**config.mk**
```make
export PLATFORM = sky130hd
export DESIGN_NAME = baud_tick_gen
export DESIGN_NICKNAME = d
export VERILOG_FILES = /design/src/rtl/baud_tick_gen.sv
export SDC_FILE = /design/constraint.sdc
export NUM_CORES = 1
export LEC_CHECK = 0
export CAP_MARGIN = 5
export CORE_ASPECT_RATIO = 0.75
export CORE_MARGIN = 4
export CORE_UTILIZATION = 25
export DETAILED_ROUTE_END_ITERATION = 8
export PLACE_DENSITY = 0.52
export SLEW_MARGIN = 30
export SYNTH_ARGS = -nofsm -noshare
export SYNTH_HDL_FRONTEND = slang
export SYNTH_SLANG_ARGS = --single-unit
export TNS_END_PERCENT = 10
```
**constraint.sdc**
```tcl
create_clock -name sys_clk -period 2.8 [get_ports sys_clk]
set_input_delay 0.56 -clock sys_clk [delete_from_list [all_inputs] [get_ports sys_clk]]
set_output_delay 0.56 -clock sys_clk [all_outputs]
set_load 0.03 [all_outputs]
```
**src/rtl/baud_tick_gen.sv**
```systemverilog
// Fractional baud tick generator: emits one-cycle os_tick/bit_tick enables from sys_clk using
// an integer + fractional divisor that can be reloaded at run time on a period boundary.
module baud_tick_gen #(
  parameter int pSYS_CLK_FREQ = 100000000,
  parameter int pDEFAULT_BAUD = 9600,
  parameter int pOVERSAMPLE   = 16,
  parameter int pDIV_WIDTH    = 16,
  parameter int pFRAC_WIDTH   = 4
) (
  input  logic                           sys_clk,
  input  logic                           Sync_rst,
  input  logic                           en,
  input  logic                           cfg_load,
  input  logic [pDIV_WIDTH-1:0]          cfg_div,
  input  logic [pFRAC_WIDTH-1:0]         cfg_frac,
  output logic                           cfg_ack,
  output logic                           os_tick,
  output logic                           bit_tick,
  output logic [$clog2(pOVERSAMPLE)-1:0] bit_phase,
  output logic [pDIV_WIDTH-1:0]          div_active
);

  localparam int PW = $clog2(pOVERSAMPLE);
  localparam longint BAUD_DEN = longint'(pOVERSAMPLE) * longint'(pDEFAULT_BAUD);
  localparam longint D0_FULL  = longint'(pSYS_CLK_FREQ) / BAUD_DEN;
  localparam longint F0_FULL  = (longint'(pSYS_CLK_FREQ) << pFRAC_WIDTH) / BAUD_DEN;
  localparam logic [pDIV_WIDTH-1:0]  D0 = pDIV_WIDTH'(D0_FULL);
  localparam logic [pFRAC_WIDTH-1:0] F0 = pFRAC_WIDTH'(F0_FULL);
  localparam logic [PW-1:0] PHASE_LAST = PW'(pOVERSAMPLE - 1);

  if (D0_FULL >= (longint'(1) << pDIV_WIDTH)) begin : g_d0_check
    $error("baud_tick_gen: default divisor does not fit pDIV_WIDTH");
  end

  // Config handshake: cfg_load is a one-cycle strobe with no back-pressure. The last strobe
  // before the apply point wins, and cfg_ack pulses once when that shadow becomes active.
  logic [pDIV_WIDTH-1:0]  cnt_q, cnt_d;
  logic [pFRAC_WIDTH-1:0] acc_q, acc_d;
  logic                   carry_q, carry_d;
  logic [PW-1:0]          phase_q, phase_d;
  logic                   pending_q, pending_d;
  logic [pDIV_WIDTH-1:0]  shd_div_q, shd_div_d;
  logic [pFRAC_WIDTH-1:0] shd_frac_q, shd_frac_d;
  logic [pDIV_WIDTH-1:0]  div_q, div_d;
  logic [pFRAC_WIDTH-1:0] frac_q, frac_d;
  logic                   os_tick_q, os_tick_d;
  logic                   bit_tick_q, bit_tick_d;
  logic                   ack_q, ack_d;

  logic [pDIV_WIDTH:0] period_last;
  logic                boundary;
  logic                apply;

  always_comb begin
    period_last = {1'b0, div_q} + {{pDIV_WIDTH{1'b0}}, carry_q} - 1'b1;
    boundary    = en && ({1'b0, cnt_q} == period_last);
    apply       = pending_q && (boundary || !en);

    cnt_d      = cnt_q;
    acc_d      = acc_q;
    carry_d    = carry_q;
    phase_d    = phase_q;
    pending_d  = pending_q;
    shd_div_d  = shd_div_q;
    shd_frac_d = shd_frac_q;
    div_d      = div_q;
    frac_d     = frac_q;
    os_tick_d  = 1'b0;
    bit_tick_d = 1'b0;
    ack_d      = 1'b0;

    if (!en) begin
      cnt_d   = '0;
      acc_d   = '0;
      carry_d = 1'b0;
      phase_d = '0;
    end else if (boundary) begin
      cnt_d              = '0;
      os_tick_d          = 1'b1;
      bit_tick_d         = (phase_q == PHASE_LAST);
      phase_d            = phase_q + 1'b1;
      {carry_d, acc_d}   = {1'b0, acc_q} + {1'b0, frac_q};
    end else begin
      cnt_d = cnt_q + 1'b1;
    end

    // The new divisor restarts the fractional accumulation from zero.
    if (apply) begin
      div_d     = shd_div_q;
      frac_d    = shd_frac_q;
      acc_d     = '0;
      carry_d   = 1'b0;
      pending_d = 1'b0;
      ack_d     = 1'b1;
    end

    if (cfg_load) begin
      shd_div_d  = (cfg_div < pDIV_WIDTH'(2)) ? pDIV_WIDTH'(2) : cfg_div;
      shd_frac_d = cfg_frac;
      pending_d  = 1'b1;
    end
  end

  always_ff @(posedge sys_clk) begin
    if (Sync_rst) begin
      cnt_q      <= '0;
      acc_q      <= '0;
      carry_q    <= 1'b0;
      phase_q    <= '0;
      pending_q  <= 1'b0;
      shd_div_q  <= D0;
      shd_frac_q <= F0;
      div_q      <= D0;
      frac_q     <= F0;
      os_tick_q  <= 1'b0;
      bit_tick_q <= 1'b0;
      ack_q      <= 1'b0;
    end else begin
      cnt_q      <= cnt_d;
      acc_q      <= acc_d;
      carry_q    <= carry_d;
      phase_q    <= phase_d;
      pending_q  <= pending_d;
      shd_div_q  <= shd_div_d;
      shd_frac_q <= shd_frac_d;
      div_q      <= div_d;
      frac_q     <= frac_d;
      os_tick_q  <= os_tick_d;
      bit_tick_q <= bit_tick_d;
      ack_q      <= ack_d;
    end
  end

  assign cfg_ack    = ack_q;
  assign os_tick    = os_tick_q;
  assign bit_tick   = bit_tick_q;
  assign bit_phase  = phase_q;
  assign div_active = div_q;

endmodule
```
Word level (Yosys, flattened, before mapping)
Cells that the tools add are included.
{"block": "word_totals", "in_bits": 24, "out_inout_bits": 23, "wordCells": 36, "reg_bits": 69}
{"block": "classes", "reduce_logical": 9, "eq_ne": 2, "n_bitwise": 2, "n_addsub": 5, "magnitude_cmp": 1, "muxes": 5}
{"op": "adder 16 x 1 -> 17 bit", "n": 1}
{"op": "== test 16 x 17 -> 1 bit", "n": 1}
{"op": "subtractor 17 x 1 -> 17 bit, second input constant", "n": 1}
{"op": "adder 16 x 1 -> 16 bit, second input constant", "n": 1}
{"op": "less-than comparator 16 x 2 -> 1 bit, second input constant", "n": 1}
{"op": "2-to-1 mux 16 bit", "n": 1}
{"op": "OR reduction 3 bit", "n": 3}
{"op": "adder 4 x 4 -> 5 bit", "n": 1}
{"op": "adder 4 x 1 -> 4 bit, second input constant", "n": 1}
{"op": "== test 4 bit, second input constant", "n": 1}
{"op": "2-to-1 mux 1 bit", "n": 4}
{"op": "logical AND 1 bit", "n": 2}
{"op": "inverter 1 bit", "n": 2}
{"op": "nonzero test 2 bit", "n": 1}
{"op": "OR reduction 2 bit", "n": 1}
{"op": "zero test 1 bit", "n": 1}
{"op": "logical OR 1 bit", "n": 1}

Logic depth before layout (Yosys ltp)
Gate-level depths: netlist (run 1).
{"block": "depth", "word_depth": 8, "mapped_depth": 12, "mapped_depth_nobuf": 10}

Worst setup path after synthesis (run 1)
OpenSTA, ideal clock, no wires.
{"block": "synth_path", "kind": "register -> register", "from": "register div_q[0] (netlist: div_active[0])", "to": "register acc_q[2]", "period_less_slack_ns": 2.903, "setup_time_ns": 0.071, "path_buffers": 0, "arrival_time_ns": 2.832, "setup_slack_ns": -0.103, "path_stages_with_launch": 11, "t_required_ns": 2.729, "path_cell_list": "dfxtp_1 inv_1 ha_1 ha_1 nor3b_2 a311oi_1 a41oi_1 a2111oi_1 nand4_2 or4_1 a21oi_1"}
{"block": "synth_between", "elab_chain_cells": 7}
{"element": "start: declaration", "line": "44", "rtl": "logic [pDIV_WIDTH-1:0] div_q, div_d;"}
{"element": "start signal: assignment", "line": "126", "rtl": "div_q <= div_d;"}
{"element": "adder 16 x 1 -> 17 bit *", "line": "55", "rtl": "period_last = {1'b0, div_q} + {{pDIV_WIDTH{1'b0}}, carry_q} - 1'b1;"}
{"element": "subtractor 17 x 1 -> 17 bit *", "line": "55"}
{"element": "== test 16 x 17 -> 1 bit *", "line": "56", "rtl": "boundary = en && ({1'b0, cnt_q} == period_last);"}
{"element": "logical AND 1 bit *", "line": "56"}
{"element": "logical OR 1 bit", "line": "57", "rtl": "apply = pending_q && (boundary || !en);"}
{"element": "logical AND 1 bit", "line": "57"}
{"element": "OR reduction 3 bit (no source line)"}
{"element": "end signal: assignment", "line": "107", "rtl": "acc_q <= '0;"}
{"element": "end signal: assignment", "line": "120", "rtl": "acc_q <= acc_d;"}
{"element": "end: declaration", "line": "38", "rtl": "logic [pFRAC_WIDTH-1:0] acc_q, acc_d;"}
Mark *: on every way between the ends. The rest lies on a longest branch, timed or not.
A chain may end at the register's enable or synchronous reset.

Worst setup path after layout (run 1)
{"block": "layout_path", "from": "register carry_q", "to": "register phase_q[3] (netlist: bit_phase[3])"}
{"block": "layout_between", "elab_chain_cells": 4}
{"element": "start: declaration", "line": "39", "rtl": "logic carry_q, carry_d;"}
{"element": "start signal: assignment", "line": "121", "rtl": "carry_q <= carry_d;"}
{"element": "adder 16 x 1 -> 17 bit", "line": "55"}
{"element": "subtractor 17 x 1 -> 17 bit", "line": "55"}
{"element": "== test 16 x 17 -> 1 bit", "line": "56"}
{"element": "logical AND 1 bit", "line": "56"}
{"element": "end signal: assignment", "line": "122", "rtl": "phase_q <= phase_d;"}
{"element": "end: declaration", "line": "40", "rtl": "logic [PW-1:0] phase_q, phase_d;"}
No other way between the ends.

==> metrics.txt, run 1 <==
# TYPE chip_impl_metric gauge
chip_impl_info{name="outcome",value="finished with violations"} 1
chip_impl_info{name="violations_in_the_final_reports",value="setup timing"} 1
chip_impl_metric{name="place_worst_setup_slack",unit="ns"} -0.2874
chip_impl_info{name="critPathSlowestCell",value="or4b_4"} 1
chip_impl_metric{name="synthesis.instances",unit=""} 410
chip_impl_metric{name="vdd_drop_max",unit="uV"} 282.3
chip_impl_metric{name="mappedNetlistArea",unit="um^2"} 3505
chip_impl_metric{name="cpPeakStageDelay",unit="ns"} 0.52
chip_impl_metric{name="floorplan.die_area",unit="um^2"} 16000
chip_impl_metric{name="finClkSkew",unit="ns"} 0.006849
chip_impl_metric{name="ant_nets",unit=""} 0
chip_impl_metric{name="grt.total_usage",unit="%"} 12.42
chip_impl_metric{name="number_of_global_route_vias_before_repair",unit=""} 3053
chip_impl_metric{name="place.detailed.instances",unit=""} 642
chip_impl_metric{name="avgViaCountPerCell",unit=""} 4.711
chip_impl_metric{name="number_of_flops_mapped_to_enable_cells_by_yosys",unit=""} 0
chip_impl_metric{name="drc_violations",unit=""} 0
chip_impl_metric{name="ios",unit=""} 47
chip_impl_metric{name="grt-ovfl-total",unit=""} 0
chip_impl_info{name="synth_top_flop_cell",value="dfxtp_1"} 1
chip_impl_info{name="synth.largest_area_cell",value="dfxtp_1"} 1
chip_impl_metric{name="hold_ws",unit="ns"} 0.4734
chip_impl_metric{name="post_layout_nonfiller_instances",unit=""} 667
chip_impl_metric{name="yosysWarningCount",unit=""} 0
chip_impl_info{name="clock-root-buffer",value="clkbuf_16"} 1
chip_impl_info{name="cp_cell_sequence",value="inv_2 -> ha_4 -> or4b_4 -> nor4_4 -> a41oi_2 -> a2111oi_4 -> nand4_4 -> buf_12 -> or3_1 -> a21oi_1"} 1
chip_impl_metric{name="clkTransAtPathRegs",unit="ns"} 0.06
chip_impl_info{name="criticalPathCategory",value="reg2reg"} 1
chip_impl_metric{name="core_area",unit="um^2"} 13700
chip_impl_metric{name="sequential_fraction_of_the_synthesis_area",unit="%"} 39.41
chip_impl_metric{name="drt-initial-drc-count",unit=""} 153
chip_impl_metric{name="cts-buffers-inserted",unit=""} 9
chip_impl_info{name="critical_path.startpoint",value="carry_q$_SDFFE_PP0P_"} 1
chip_impl_metric{name="post-synth-top-area-fraction",unit="%"} 39.41
chip_impl_metric{name="layout-area-overhead-vs-synth",unit="%"} 41.20
chip_impl_metric{name="portBuffers",unit=""} 46
chip_impl_info{name="worst_hold_path_type",value="reg2reg"} 1
chip_impl_metric{name="layout_worst_path_cycle_share",unit="%"} 100.8
chip_impl_metric{name="post-route-util",unit="%"} 36.11
chip_impl_metric{name="max_transition_margin",unit="%"} 31.06
chip_impl_metric{name="worst_slew_pin_slew",unit="ns"} 1.030
chip_impl_metric{name="critical_path.max_fanout",unit=""} 7
chip_impl_metric{name="maximum_number_of_pins_on_one_net_before_global_route_repair",unit=""} 27
chip_impl_metric{name="nNetsFinal",unit=""} 521
chip_impl_metric{name="vias",unit=""} 3142
chip_impl_metric{name="clkSinkCount",unit=""} 69
chip_impl_metric{name="postSynthNetCount",unit=""} 443
chip_impl_metric{name="globalplace.congestion",unit=""} 0.8441
chip_impl_metric{name="detail_routed_net_length_per_standard_cell",unit="um"} 14.55
chip_impl_info{name="grt_setup_unrepaired",value="true"} 1
chip_impl_info{name="min_from",value="acc_q[2]$_SDFFE_PP0P_"} 1
chip_impl_metric{name="pwr_density_cell",unit="nW/um^2"} 484.1
chip_impl_info{name="kind_of_capture_point_of_the_worst_setup_path",value="flop"} 1
chip_impl_metric{name="timing.final.setup_violations",unit=""} 3
chip_impl_metric{name="critical_path.n_buffers_inverters",unit=""} 2
chip_impl_metric{name="clockBufferDepth",unit=""} 2
chip_impl_metric{name="antenna_found_initial",unit=""} 0
chip_impl_info{name="timing.rr.start",value="carry_q$_SDFFE_PP0P_"} 1
chip_impl_metric{name="placement_rows",unit=""} 37
chip_impl_metric{name="die_x",unit="um"} 144.7
chip_impl_metric{name="maxClockFrequency",unit="MHz"} 354.3
chip_impl_info{name="worst_path_dominant_cell_family",value="simple AND/OR/NAND/NOR gates"} 1
chip_impl_info{name="post-synth-top-count-cell",value="dfxtp_1"} 1
chip_impl_metric{name="final.setup.worst_slack",unit="ns"} -0.02265
chip_impl_metric{name="max-cap-violations",unit=""} 0
chip_impl_metric{name="vertical_die_dimension",unit="um"} 110.5
chip_impl_metric{name="wirelength",unit="um"} 9708
chip_impl_info{name="synth.top_cells.by_count",value="69 x dfxtp_1, 58 x nor2_1, 44 x nand2_1, 28 x nand3_1"} 1
chip_impl_metric{name="starting_density_of_the_core",unit="%"} 25.58
chip_impl_info{name="critPathLaunchType",value="flop"} 1
chip_impl_metric{name="worst_ep_arrival_time",unit="ns"} 3.07
chip_impl_metric{name="static-leakage-power",unit="nW"} 1.836
chip_impl_metric{name="drive_above_1_share",unit="%"} 20.73
chip_impl_metric{name="yosys_register_bits",unit=""} 69
chip_impl_metric{name="avgSynthCellArea",unit="um^2"} 8.548
chip_impl_metric{name="htree_levels",unit=""} 3
chip_impl_metric{name="period_needed",unit="ns"} 2.823
chip_impl_metric{name="synth.distinct_cells",unit=""} 52
chip_impl_metric{name="dp.final_hpwl",unit="um"} 7098
chip_impl_info{name="synth.top_cells.by_area",value="dfxtp_1 39%, nor2_1 6.2%, mux2i_1 4.9%"} 1
chip_impl_metric{name="global_route_wire_length_before_repair",unit="um"} 15890
chip_impl_metric{name="report.final.hold_viol_count",unit=""} 0
chip_impl_metric{name="timing_max_transition_violations_final",unit=""} 0
chip_impl_metric{name="ys_async_sr_fraction",unit="%"} 0
chip_impl_metric{name="hold_buffers",unit=""} 0
chip_impl_info{name="cts_tree",value="built"} 1
chip_impl_metric{name="clock_latency",unit="ns"} 0.33
chip_impl_metric{name="antenna_cells",unit=""} 0
chip_impl_metric{name="drtPass1Iterations",unit=""} 4
chip_impl_metric{name="critical_path_required",unit="ns"} 3.05
==> worst paths after layout <==
path                                to  slack, ns  cells past startpoint
max          bit_phase[3]$_SDFFE_PP0P_      -0.02                     10
min              acc_q[2]$_SDFFE_PP0P_       0.47                      2
max reg2reg  bit_phase[3]$_SDFFE_PP0P_      -0.02                     10
min reg2reg      acc_q[2]$_SDFFE_PP0P_       0.47                      2
==> cells in the final DEF (no fill, tap or decap), types with 4 or more instances in the layout <==
cell type        instances
nor3_1                   8
clkbuf_16                9
inv_1                    9
nand2_1                 43
nor2_1                  57
o21ai_1                  4
o211ai_1                14
or3_1                    5
a221oi_2                 5
xor2_1                  18
ha_1                     6
buf_6                    5
or4_1                    4
buf_4                   37
clkdlybuf4s50_1         46
mux2i_1                 17
nand3_1                 18
a21oi_1                  8
and2_1                   4
dfxtp_1                 67
o21ai_0                  4
xnor2_1                 17
nand3_2                 10
nor2b_1                  5
nor4_1                   5
==> sequential cells by signal, indices dropped and copies added (netlist names) <==
| name | cells |
|---|---|
| cfg_ack | 1 |
| div_active | 16 |
| shd_div_q | 16 |
| frac_q | 4 |
| pending_q | 1 |
| carry_q | 1 |
| cnt_q | 16 |
| acc_q | 4 |
| bit_tick | 1 |
| os_tick | 1 |
| shd_frac_q | 4 |
| bit_phase | 4 |
==> power breakdown <==
part / total [mW] / internal, mW / switching (mW)
combinational: 0.262 / 0.124 / 0.138
clock: 1.09 / 0.683 / 0.412
sequential: 1.04 / 1.01 / 0.0259
total: 2.40 / 1.82 / 0.575
==> per-layer routing <==
| layer | track usage, % | part of all wire, % | vias to the layer above |
|---|---|---|---|
| met4 | 3.170 | 0.81 | 0 |
| met3 | 3.810 | 4.9 | 9 |
| met1 | 19.40 | 53 | 1470 |
| met5 | 0 | 0 | - |
| li1 | - | - | 1595 |
| met2 | 16.17 | 41 | 68 |
==> tightest hold or removal path: cells and delay by family (launching register included) <==
family	cells	cell delay [ns]
compound gates	1	0.05
flops	1	0.32
simple gates	1	0.06
==> final cells by class <==
| class | instances | area [um^2] |
|---|---|---|
| fill | 1402 | 8755 |
| multi-input combinational | 305 | 2140 |
| sequential | 69 | 1384 |
| timing repair buffer | 92 | 882.1 |
| clock buffer | 11 | 232.7 |
| tap | 175 | 219.0 |
| clock inverter | 4 | 50.05 |
| inverter | 11 | 41.29 |
==> what timing repair did <==
item	in CTS	in global routing
buffers inserted	7	3
resized for setup	17	32
gates cloned	1	0
endpoints found under the setup margin	46	46
pin swaps	7	21
==> logic make-up after synthesis <==
kind of cell / after synthesis / synth area share (%)
adder cells (fa/ha/maj): 9 / 3.427
AND/OR/NAND/NOR: 188 / 26.28
flip-flops: 69 / 39.41
AO/OA/AOI/OAI: 55 / 11.78
XOR/XNOR: 36 / 8.997
buffers and inverters: 36 / 5.248
multiplexers: 17 / 4.855
==> stage by stage <==
stage	TNS, ns	cell area (um^2)	total power, mW
floorplan	0	3511	1.194
global placement	-0.8306	4343	1.302
detailed placement	-5.278	4345	1.305
CTS	0	4802	2.410
global route	-1.465	4949	2.493
finish	-0.03603	4949	2.396
No activity file was read; power rests on OpenSTA's default activity.
==> run 2: changes to the inputs <==
Settings changed: CTS_CLUSTER_DIAMETER set to 40, PLACE_DENSITY 0.52 to 0.42.
==> metrics.txt, run 2 (synthesis results as in run 1) <==
# TYPE chip_impl_metric gauge
chip_impl_metric{name="worst_ep_arrival_time",unit="ns"} 3.12
chip_impl_metric{name="die_x",unit="um"} 144.7
chip_impl_metric{name="nNetsFinal",unit=""} 521
chip_impl_metric{name="drtPass1Iterations",unit=""} 5
chip_impl_metric{name="worst_slew_pin_slew",unit="ns"} 0.6297
chip_impl_metric{name="layout_filler_cell_count",unit=""} 1435
chip_impl_metric{name="ios",unit=""} 47
chip_impl_metric{name="vdd_drop_max",unit="uV"} 266.1
chip_impl_metric{name="max-cap-violations",unit=""} 0
chip_impl_metric{name="avgViaCountPerCell",unit=""} 4.751
chip_impl_metric{name="final_design_area_no_fill",unit="um^2"} 4905
chip_impl_metric{name="grt-ovfl-total",unit=""} 0
chip_impl_info{name="leading_cell_type_in_the_layout_fill_and_taps_excluded",value="dfxtp_1"} 1
chip_impl_info{name="outcome",value="finished with violations"} 1
chip_impl_metric{name="placement_rows",unit=""} 37
chip_impl_metric{name="fin_tns_setup",unit="ns"} -0.2322
chip_impl_metric{name="finClkSkew",unit="ns"} 0.004886
chip_impl_metric{name="multiInputGateArea",unit="um^2"} 2072
chip_impl_metric{name="clkTransAtPathRegs",unit="ns"} 0.06
chip_impl_info{name="grt_setup_unrepaired",value="true"} 1
chip_impl_metric{name="pwr_density_cell",unit="nW/um^2"} 517.8
chip_impl_info{name="violations_in_the_final_reports",value="setup timing"} 1
chip_impl_metric{name="static-leakage-power",unit="nW"} 1.837
chip_impl_metric{name="antenna_found_initial",unit=""} 0
chip_impl_info{name="cts_tree",value="built"} 1
chip_impl_metric{name="starting_density_of_the_core",unit="%"} 25.58
chip_impl_metric{name="detail_routed_net_length_per_standard_cell",unit="um"} 14.72
chip_impl_metric{name="drive_above_1_share",unit="%"} 19.27
chip_impl_metric{name="place_worst_setup_slack",unit="ns"} -0.1924
chip_impl_metric{name="htree_levels",unit=""} 3
chip_impl_metric{name="metal1_wirelength",unit="um"} 4994
chip_impl_metric{name="vias",unit=""} 3174
chip_impl_metric{name="floorplan.die_area",unit="um^2"} 16000
chip_impl_metric{name="wl_met2",unit="um"} 4232
chip_impl_metric{name="critical_path.max_fanout",unit=""} 5
chip_impl_info{name="dr.max_layer_used",value="met4"} 1
chip_impl_metric{name="timing.final.setup_violations",unit=""} 22
chip_impl_metric{name="period_needed",unit="ns"} 2.856
chip_impl_metric{name="layout_worst_path_cycle_share",unit="%"} 102.0
chip_impl_metric{name="globalplace.congestion",unit=""} 0.7823
chip_impl_metric{name="post-route-util",unit="%"} 35.79
chip_impl_metric{name="clkSinkCount",unit=""} 69
chip_impl_metric{name="ant_nets",unit=""} 0
chip_impl_metric{name="max_transition_margin",unit="%"} 57.72
chip_impl_metric{name="grt.total_usage",unit="%"} 12.80
chip_impl_info{name="mostFrequentLayoutCells",value="67 x dfxtp_1, 58 x nor2_1, 46 x clkdlybuf4s50_1"} 1
chip_impl_metric{name="global_route_wire_length_before_repair",unit="um"} 16300
chip_impl_metric{name="cts-buffers-inserted",unit=""} 9
chip_impl_metric{name="timing_max_transition_violations_final",unit=""} 0
chip_impl_metric{name="clock_latency",unit="ns"} 0.33
chip_impl_info{name="critPathLaunchType",value="flop"} 1
chip_impl_metric{name="final.setup.worst_slack",unit="ns"} -0.05557
chip_impl_metric{name="drt-initial-drc-count",unit=""} 179
chip_impl_metric{name="maxClockFrequency",unit="MHz"} 350.2
chip_impl_metric{name="portBuffers",unit=""} 46
chip_impl_metric{name="maximum_number_of_pins_on_one_net_before_global_route_repair",unit=""} 26
chip_impl_metric{name="vertical_die_dimension",unit="um"} 110.5
chip_impl_metric{name="power.total",unit="mW"} 2.540
chip_impl_metric{name="drc_violations",unit=""} 0
chip_impl_metric{name="layout-area-overhead-vs-synth",unit="%"} 39.95
chip_impl_metric{name="report.final.hold_viol_count",unit=""} 0
chip_impl_metric{name="dp.final_hpwl",unit="um"} 7340
chip_impl_metric{name="dr_wl_met3",unit="um"} 479
chip_impl_metric{name="antenna_cells",unit=""} 0
chip_impl_metric{name="clockBufferDepth",unit=""} 2
chip_impl_info{name="clock-root-buffer",value="clkbuf_16"} 1
chip_impl_metric{name="core_area",unit="um^2"} 13700
chip_impl_info{name="kind_of_capture_point_of_the_worst_setup_path",value="flop"} 1
chip_impl_metric{name="seqCellArea",unit="um^2"} 1384
chip_impl_info{name="criticalPathCategory",value="reg2reg"} 1
chip_impl_metric{name="placed_cell_area",unit="um^2"} 4378
chip_impl_info{name="worst_hold_path_type",value="reg2reg"} 1
chip_impl_metric{name="critical_path_required",unit="ns"} 3.06
chip_impl_metric{name="number_of_global_route_vias_before_repair",unit=""} 3202
chip_impl_metric{name="wirelength",unit="um"} 9834
-- run 2: cell types whose count changed in the layout (fill, tap and decap cells not counted), sizes merged --
| cell | previous run | this run |
|---|---|---|
| clkinv | 1 | 3 |
| clkinvlp | 2 | 1 |
| clkbuf | 11 | 10 |
| bufinv | 1 | 2 |
-- run 2: layer usage --
metal,vias to the layer above,track usage [%]
li1,1591,-
met1,1500,18.26
met2,70,18.70
met3,13,3.810
met4,0,3.418
met5,-,0
-- run 2: metrics by stage --
step	instances	hold WS [ns]
CTS	665	0.4655
finish	668	0.4597
floorplan	410	0.4362
global route	668	0.4874
global placement	645	0.4464
detailed placement	645	0.4573
-- run 2: area by class of cell --
class / instances / share of cell area, %
repair buffers: 92 / 17.60
clock inverters: 6 / 1.760
inverters: 11 / 0.8418
flip-flops and latches: 69 / 28.21
multi-input cells: 305 / 42.24
well taps: 175 / 4.464
clock buffers: 10 / 4.872
-- run 2: timing repair --
item                       CTS  global route
hold buffers                 0             0
gates resized for setup     27             8
setup endpoints to repair   43            45
setup buffers                3             3
pin swaps                   15             6
gates cloned                 1             0
-- run 2: final timing paths --
path	cells after the start	start	slack, ns	end
min	2	acc_q[0]$_SDFFE_PP0P_	0.46	acc_q[0]$_SDFFE_PP0P_
max reg2reg	12	div_active[0]$_SDFFE_PP1P_	-0.06	bit_phase[2]$_SDFFE_PP0P_
min reg2reg	2	acc_q[0]$_SDFFE_PP0P_	0.46	acc_q[0]$_SDFFE_PP0P_
max	12	div_active[0]$_SDFFE_PP1P_	-0.06	bit_phase[2]$_SDFFE_PP0P_
-- run 2: power by group --
part / switching, mW / internal, mW
sequential: 0.0214 / 1.01
clock: 0.442 / 0.802
combinational: 0.139 / 0.122
-- run 2: critical path, stage by stage, from the launching register on --
cell	delay, ns
dfxtp_2	0.32
inv_2	0.06
ha_4	0.14
or4b_4	0.53
buf_6	0.15
o31ai_4	0.18
nand3_2	0.12
a2111oi_4	0.31
nand4_2	0.19
buf_6	0.20
buf_6	0.12
or3_4	0.33
a21oi_2	0.13
